**config.mk**
```make
export PLATFORM = sky130hd
export DESIGN_NAME = seven_seg_scan_driver
export DESIGN_NICKNAME = d
export VERILOG_FILES = /design/src/rtl/seven_seg_pkg.sv /design/src/rtl/seven_seg_decoder.sv /design/src/rtl/seven_seg_scan_driver.sv
export SDC_FILE = /design/constraint.sdc
export NUM_CORES = 1
export LEC_CHECK = 0
export CAP_MARGIN = 10
export CELL_PAD_IN_SITES_DETAIL_PLACEMENT = 1
export CELL_PAD_IN_SITES_GLOBAL_PLACEMENT = 2
export CORE_ASPECT_RATIO = 1.5
export CORE_MARGIN = 2
export CORE_UTILIZATION = 37
export DETAILED_ROUTE_END_ITERATION = 12
export PLACE_DENSITY = 0.77
export RECOVER_POWER = 50
export SLEW_MARGIN = 20
export SYNTH_ARGS = -nofsm -noshare
export SYNTH_HDL_FRONTEND = slang
export SYNTH_SLANG_ARGS = --single-unit
```
**constraint.sdc**
```tcl
create_clock -name clk -period 4.3 [get_ports clk]
set_input_delay 0.645 -clock clk [delete_from_list [all_inputs] [get_ports clk]]
set_output_delay 0.645 -clock clk [all_outputs]
set_load 0.005 [all_outputs]
```
**src/rtl/seven_seg_pkg.sv**
```systemverilog
// Shared constants and helpers for the multiplexed seven-segment display driver.
package seven_seg_pkg;

    localparam logic [6:0] SEG_BLANK = 7'h7F;

    typedef enum logic {ST_BLANK, ST_SHOW} scan_state_e;

    function automatic int clog2(input int v);
        int r;
        r = 0;
        while ((1 << r) < v) r++;
        return r;
    endfunction

    // Active-low glyphs, bit order {g,f,e,d,c,b,a}; b and d are lower-case.
    function automatic logic [6:0] hex_to_seg(input logic [3:0] nibble);
        logic [6:0] s;
        case (nibble)
            4'h0:    s = 7'h40;
            4'h1:    s = 7'h79;
            4'h2:    s = 7'h24;
            4'h3:    s = 7'h30;
            4'h4:    s = 7'h19;
            4'h5:    s = 7'h12;
            4'h6:    s = 7'h02;
            4'h7:    s = 7'h78;
            4'h8:    s = 7'h00;
            4'h9:    s = 7'h10;
            4'hA:    s = 7'h08;
            4'hB:    s = 7'h03;
            4'hC:    s = 7'h46;
            4'hD:    s = 7'h21;
            4'hE:    s = 7'h06;
            default: s = 7'h0E;
        endcase
        return s;
    endfunction

endpackage

```
**src/rtl/seven_seg_decoder.sv**
```systemverilog
// Per-digit hex-to-segment decode with a force-blank input.
module seven_seg_decoder
    import seven_seg_pkg::*;
(
    input  logic [3:0] nibble,
    input  logic       blank,
    output logic [6:0] seg
);

    assign seg = blank ? SEG_BLANK : hex_to_seg(nibble);

endmodule

```
**src/rtl/seven_seg_scan_driver.sv**
```systemverilog
// Scans NUM_DIGITS common-anode digits with per-slot blanking, frame-synced shadow
// registers and optional leading-zero suppression.
module seven_seg_scan_driver
    import seven_seg_pkg::*;
#(
    parameter int CLK_HZ       = 50_000_000,
    parameter int SCAN_HZ      = 400,
    parameter int NUM_DIGITS   = 8,
    parameter int BLANK_CYCLES = 16
) (
    input  logic                    clk,
    input  logic                    reset,
    input  logic [4*NUM_DIGITS-1:0] digits_in,
    input  logic [NUM_DIGITS-1:0]   dp_in,
    input  logic                    update,
    input  logic                    blank_lz,
    output logic [NUM_DIGITS-1:0]   an,
    output logic [6:0]              seg,
    output logic                    dp,
    output logic                    frame_done
);

    localparam int DIV   = CLK_HZ / SCAN_HZ;
    localparam int IDX_W = (clog2(NUM_DIGITS) < 2) ? 2 : clog2(NUM_DIGITS);
    localparam int CNT_W = (clog2(DIV) < 1) ? 1 : clog2(DIV);

    localparam logic [CNT_W-1:0] DIV_M1   = CNT_W'(DIV - 1);
    localparam logic [CNT_W-1:0] BLANK_M1 = CNT_W'(BLANK_CYCLES - 1);
    localparam logic [IDX_W-1:0] LAST_IDX = IDX_W'(NUM_DIGITS - 1);

    logic [CNT_W-1:0]                presc, blank_cnt;
    logic [IDX_W-1:0]                idx;
    scan_state_e                     state;
    logic [NUM_DIGITS-1:0][3:0]      stage_dig, disp_dig;
    logic [NUM_DIGITS-1:0]           stage_dp, disp_dp;
    logic                            pending;
    logic                            tick, wrap;
    logic [NUM_DIGITS-1:0][6:0]      glyph;

    assign tick = (presc == DIV_M1);
    assign wrap = tick && (idx == LAST_IDX);

    // Digit i is a leading zero when it and every digit to its left are zero.
    for (genvar i = 0; i < NUM_DIGITS; i++) begin : g_dig
        if (i == 0) begin : g_lsd
            seven_seg_decoder u_dec (
                .nibble (disp_dig[i]),
                .blank  (1'b0),
                .seg    (glyph[i])
            );
        end else begin : g_upper
            seven_seg_decoder u_dec (
                .nibble (disp_dig[i]),
                .blank  (blank_lz && (disp_dig[NUM_DIGITS-1:i] == '0)),
                .seg    (glyph[i])
            );
        end
    end

    always_ff @(posedge clk) begin
        if (reset) begin
            presc      <= '0;
            blank_cnt  <= '0;
            idx        <= '0;
            state      <= ST_BLANK;
            an         <= '1;
            seg        <= SEG_BLANK;
            dp         <= 1'b1;
            frame_done <= 1'b0;
            stage_dig  <= '0;
            stage_dp   <= '0;
            disp_dig   <= '0;
            disp_dp    <= '0;
            pending    <= 1'b0;
        end else begin
            presc      <= tick ? '0 : presc + 1'b1;
            frame_done <= wrap;

            if (tick) begin
                idx       <= (idx == LAST_IDX) ? '0 : idx + 1'b1;
                state     <= ST_BLANK;
                blank_cnt <= '0;
                an        <= '1;
                seg       <= SEG_BLANK;
                dp        <= 1'b1;
            end else if (state == ST_BLANK) begin
                if (blank_cnt == BLANK_M1) begin
                    state <= ST_SHOW;
                    an    <= ~(NUM_DIGITS'(1) << idx);
                    seg   <= glyph[idx];
                    dp    <= ~disp_dp[idx];
                end else begin
                    blank_cnt <= blank_cnt + 1'b1;
                end
            end else begin
                // Keep refreshing so a blank_lz change takes effect within the slot.
                seg <= glyph[idx];
                dp  <= ~disp_dp[idx];
            end

            if (update) begin
                stage_dig <= digits_in;
                stage_dp  <= dp_in;
            end
            if (wrap && update) begin
                disp_dig <= digits_in;
                disp_dp  <= dp_in;
                pending  <= 1'b0;
            end else if (wrap && pending) begin
                disp_dig <= stage_dig;
                disp_dp  <= stage_dp;
                pending  <= 1'b0;
            end else if (update) begin
                pending <= 1'b1;
            end
        end
    end

endmodule

```
# --- Word level (Yosys, flattened, before mapping) ---
# Memories as Yosys holds them, arrays and structs flattened. A register that Yosys moved wholly into a read port is not among the register bits.
# Index checks and enable logic that the tools add are counted.
op_classes:
  n_mux: 38
  reduce_logical: 23
  shifts: 1
  n_bitwise: 4
  add_sub_neg: 3
  order_cmp: 1
  eq_ne: 3
ops:
  columns: ["op", "count"]
  rows:
  - ["$mux 7", 10]
  - ["$mux 32", 2]
  - ["$mux 4", 16]
  - ["$add 17x1->17 const B", 2]
  - ["$logic_not 28->1", 1]
  - ["$logic_not 24->1", 1]
  - ["$bmux 7 s3", 1]
  - ["$logic_not 20->1", 1]
  - ["$eq 17x17->1 const B", 1]
  - ["$eq 17x4->1 const B", 1]
  - ["$logic_not 16->1", 1]
  - ["$mux 8", 2]
  - ["$logic_not 12->1", 1]
  - ["$logic_and 1x1->1", 10]
  - ["$logic_not 8->1", 1]
  - ["$not 8->8", 1]
  - ["$shl 1x3->8 const A", 1]
  - ["$mux 1", 5]
  - ["$logic_not 4->1", 1]
  - ["$lt 3x4->1 const B", 1]
  - ["$reduce_and 2->1", 2]
  - ["$reduce_bool 2->1", 2]
  - ["$add 3x1->3 const B", 1]
  - ["$bmux 1 s3", 1]
  - ["5 further kinds", 7]
totals:
  n_memories: 8
  elab_cells: 108
  input_bits: 44
  out_inout_bits: 17
  ff_bits: 136
  rom_bits: 896
memory_table:
  columns: ["memory", "words", "width", "read_ports", "rd_clocked_by_memory_dff", "wr", "line_no", "source"]
  rows:
  - ["(no name shown)", 16, 7, 1, 1, 0, "seven_seg_pkg.sv:18", "case (nibble)"]
  - ["(no name shown)", 16, 7, 1, 1, 0, "seven_seg_pkg.sv:18", null]
  - ["(no name shown)", 16, 7, 1, 1, 0, "seven_seg_pkg.sv:18", null]
  - ["(no name shown)", 16, 7, 1, 1, 0, "seven_seg_pkg.sv:18", null]
  - ["(no name shown)", 16, 7, 1, 1, 0, "seven_seg_pkg.sv:18", null]
  - ["(no name shown)", 16, 7, 1, 1, 0, "seven_seg_pkg.sv:18", null]
  - ["2 more memories", null, null, null, null, null, null, null]

# --- Depth between registers and ports, before layout ---
depth:
  word_depth: 7
  ltp_mapped: 15
  ltp_nobuf: 13

# --- Modules after synthesis ---
# Synthesis repeated with hierarchy kept, for this count alone.
unflattened:
  cells_unflattened: 894
  area_unflattened_um2: 8562.0
by_module_without_submodules:
  columns: ["module", "area_per_inst_um2", "seq_area_each_um2", "cells_per_inst", "instances"]
  rows:
  - ["seven_seg_scan_driver", 6173.4, 2722.6, 614, 1]
  - ["seven_seg_decoder at g_dig[0].g_lsd.u_dec ...", 299.0, 0.0, 35, 7]
  - ["seven_seg_decoder at g_dig[4].g_upper.u_dec", 295.3, 0.0, 35, 1]

# --- Worst setup path after synthesis ---
# Ideal clock, no wire load.
synth_path:
  path_kind: "register -> register"
  startpoint: "register presc[9]"
  endpoint: "register with a tool-made name"
  path_stages_with_launch: 12
  n_path_buf: 1
  period_less_slack_ns: 3.165
  t_arrival_ns: 3.033
  path_slack_ns: 1.135
  required_ns: 4.168
  setup_ns: 0.132
  path_cell_list: "dfxtp_1 or4b_4 nor4_4 nor3b_4 buf_6 nor2_1 a211oi_2 inv_1 ha_1 nor2b_1 o21ai_0 a21oi_1"
synth_lines:
  columns: ["item", "line_no", "source"]
  rows:
  - ["start, declared", "seven_seg_scan_driver.sv:31", "logic [CNT_W-1:0] presc, blank_cnt;"]
  - ["start signal, assigned", "seven_seg_scan_driver.sv:76", "presc <= tick ? '0 : presc + 1'b1;"]

==> impl_metrics.py <==
metrics = {
    "pwr": {
        "total_leakage_power_nw": 4.26,
        "pwr_density_cell_nw_per_um2": 330,
        "max-vdd-ir-drop_v": 0.000288,
    },
    "route": {
        "vias_per_cell": 5.49,
        "routed-via-count": 7849,
        "drt_first_pass_iters": 4,
        "remaining_drc_errors": 0,
        "wl_um": 27700,
        "drt.antenna.violating_nets": 0,
        "wl_per_cell_um": 19.4,
        "drt_iter0_drc": 287,
    },
    "clocking": {
        "cts-root-to-sink-buffers": 2,
        "clock_root_buffer": "clkbuf_16",
        "clk_pin_slew_ns": 0.07,
        "numCtsBuffers": 17,
        "htreeDepth": 4,
        "post_cts_buffers": 0,
        "cts_num_sinks": 192,
        "clkLatencyLatePin_ns": 0.45,
        "tritoncts_clock_tree": "yes",
        "cts_hold_buf": 0,
        "post_cts.resized_instances": 0,
    },
    "synthesis": {
        "synth.yosys.seq_area_share": 0.407,
        "number_of_enable_flip_flop_cells_after_synthesis": 0,
        "synth_top_cells_by_area": "dfxtp_1 41%, ha_1 7.4%, mux2i_1 6.6%, nor2_1 6.4%, nand2_1 2.0%",
        "synth_top_flop_cell": "dfxtp_1",
        "synthDistinctLibCells": 73,
        "syn-instance-count": 1038,
        "ys_seq_elements": 192,
        "synth_warnings": 0,
        "ys_async_sr_fraction": 0,
        "net_count_after_synthesis": 1138,
        "post-synth-top-area-fraction": 0.407,
        "yosysTopAreaCell": "dfxtp_1",
        "syn_area_um2": 9440,
        "synth_area_per_cell_um2": 9.09,
    },
    "job": {
        "timing.max_cap.violations": 1,
    },
    "setup_path": {
        "critical_path.startpoint": "presc[9]$_SDFF_PP0_",
        "cp_peak_stage_delay_ns": 0.56,
        "cp_max_fo": 12,
        "startpoint_type": "register",
        "cp_data_arrival_time_ns": 4.03,
        "crit_chain": "or4b_4 -> nor4_4 -> and2_1 -> buf_12 -> a32o_1 -> nor2_1 -> nor2_1 -> inv_1 -> ha_1 -> nand2b_1 -> a21boi_0 -> o22ai_1",
        "r2r_setup_slack_ns": 0.58,
        "r2r_start": "presc[9]$_SDFF_PP0_",
        "cell_type_of_the_slowest_stage_on_the_worst_timing_path": "or4b_4",
        "worst-endpoint-required_ns": 4.61,
        "timing.setup.critical_path_class": "register to register",
        "dominant_cell_type_by_count_on_the_critical_path": "nor2_1",
        "worstRegToRegCells": 12,
        "crit_path_end_kind": "register",
    },
    "layout": {
        "flow.area_growth_from_synthesis_pct": 16.7,
        "final_nets": 1189,
        "mostFrequentLayoutCells": "192 x dfxtp_1, 159 x nor2_1, 62 x mux2i_1, 56 x ha_1, 50 x nand2_1",
        "layout_commonest_cell": "dfxtp_1",
        "diodes": 0,
        "fillers": 2934,
        "layout-drive-gt1-share": 0.0853,
    },
    "hold_path": {
        "timing.hold.worst_path_depth": 1,
        "holdCritPathClass": "register to register",
        "hp-start": "presc[0]$_SDFF_PP0_",
        "hold_end": "presc[0]$_SDFF_PP0_",
    },
    "floorplan": {
        "num_rows": 71,
        "num_ports": 61,
        "die_h_um": 200,
        "design.die.area_um2": 26800,
        "die-width_um": 134,
        "core_area_um2": 25100,
        "starting_utilization_of_the_core_area": 0.377,
    },
    "grt": {
        "grt_pass1_vias": 8234,
        "grt_util_all_layers": 0.218,
        "largest_net_degree_at_the_start_of_global_routing": 50,
        "grt.overflow.total": 0,
        "grt_antenna_before_repair": 0,
        "grt_pass1_wl_um": 45200,
    },
    "placement": {
        "pre_cts_ws_ns": 0.673,
        "io_buffers": 60,
        "dp_hpwl_um": 20300,
        "globalplace.congestion": 0.830,
    },
    "timing": {
        "finalCritPeriodShare": 0.864,
        "worst_pin_slew_ns": 2.13,
        "finClkSkew_ns": 0.0106,
        "timing.final.crit_period_ns": 3.72,
        "finalWorstSetupSlack_ns": 0.583,
        "maxSlewHeadroom": -0.420,
        "setup_viol_count_final": 0,
        "final_max_slew_viol_count": 37,
        "timing.setup.tns_ns": 0,
        "whs_ns": 0.460,
        "fmaxAchievable_mhz": 269,
        "rsz_0062_raised_after_global_routing": "no",
        "final_hold_violating_endpoints": 0,
    },
    "status": {
        "violations": "max-capacitance violations, max-slew violations",
        "status": "complete, but fails checks",
    },
}
[synth_stat cells, types with 16 or more instances]
| cell type | number |
|---|---|
| nand3_1 | 32 |
| a21oi_1 | 22 |
| inv_1 | 49 |
| a22o_1 | 17 |
| nand2b_1 | 18 |
| clkbuf_1 | 39 |
| nand2_1 | 50 |
| mux2i_1 | 62 |
| nor2_1 | 160 |
| xor2_1 | 16 |
| o21ai_0 | 34 |
| ha_1 | 56 |
| dfxtp_1 | 192 |
[how the worst max path moves through the flow]
stage | endpoint | slack [ns] | cells after the start
3_5_place_dp | register | 0.67 | 10
6_report | register | 0.58 | 12
2_1_floorplan | register | 1.13 | 11
5_1_grt | register | 0.37 | 12
4_1_cts | register | 0.62 | 12
3_3_place_gp | register | 0.80 | 10
[per-stage QoR]
| stage | instances | util | power (mW) | instance area [µm²] |
|---|---|---|---|---|
| 2_1_floorplan | 1038 | - | 1.95 | 9440 |
| 3_3_place_gp | 1398 | 0.418 | 2.04 | 10500 |
| 3_5_place_dp | 1398 | 0.418 | 2.04 | 10500 |
| 4_1_cts | 1430 | 0.441 | 3.67 | 11100 |
| 5_1_grt | 1430 | 0.440 | 3.77 | 11000 |
| 6_report | 1430 | 0.440 | 3.63 | 11000 |
[layout make-up]
type                    instances  area, µm²  share of cell area
inverters                      49        184              0.0167
flip-flops and latches        192       3840               0.349
clock buffers                  21        470              0.0427
repair buffers                 90        811              0.0736
well taps                     328        410              0.0373
multi-input cells             739       5160               0.469
clock inverters                11        128              0.0116
[critical path: cells and delay by family, from the launching register on]
kind / cells / cell delay [ns]
adder cells (fa/ha/maj): 1 / 0.28
AND/OR/NAND/NOR: 6 / 2.03
buffers and inverters: 2 / 0.34
flip-flops: 1 / 0.35
AO/OA/AOI/OAI: 3 / 0.56
[power by group]
| part | switching (mW) | internal, mW | leakage (nW) |
|---|---|---|---|
| clock | 0.722 | 0.908 | 0.286 |
| combinational | 0.0998 | 0.0770 | 2.42 |
| sequential | 0.0169 | 1.80 | 1.56 |
[routing by layer]
| metal | global-route usage | wire length (µm) | part of all wire |
|---|---|---|---|
| met5 | 0 | 0 | 0 |
| met1 | 0.248 | 11600 | 0.42 |
| met3 | 0.0320 | 706 | 0.025 |
| met4 | 0.0908 | 938 | 0.034 |
| met2 | 0.404 | 14500 | 0.52 |
[cell families after synthesis]
logic type	Yosys count	share of synthesized area
fa+ha+maj	56	0.0743
xor+xnor	29	0.0269
simple gates	357	0.184
flops	192	0.407
compound gates	224	0.179
mux	73	0.0823
buf+inv	107	0.0460
Power figures use the tool's default switching activity.
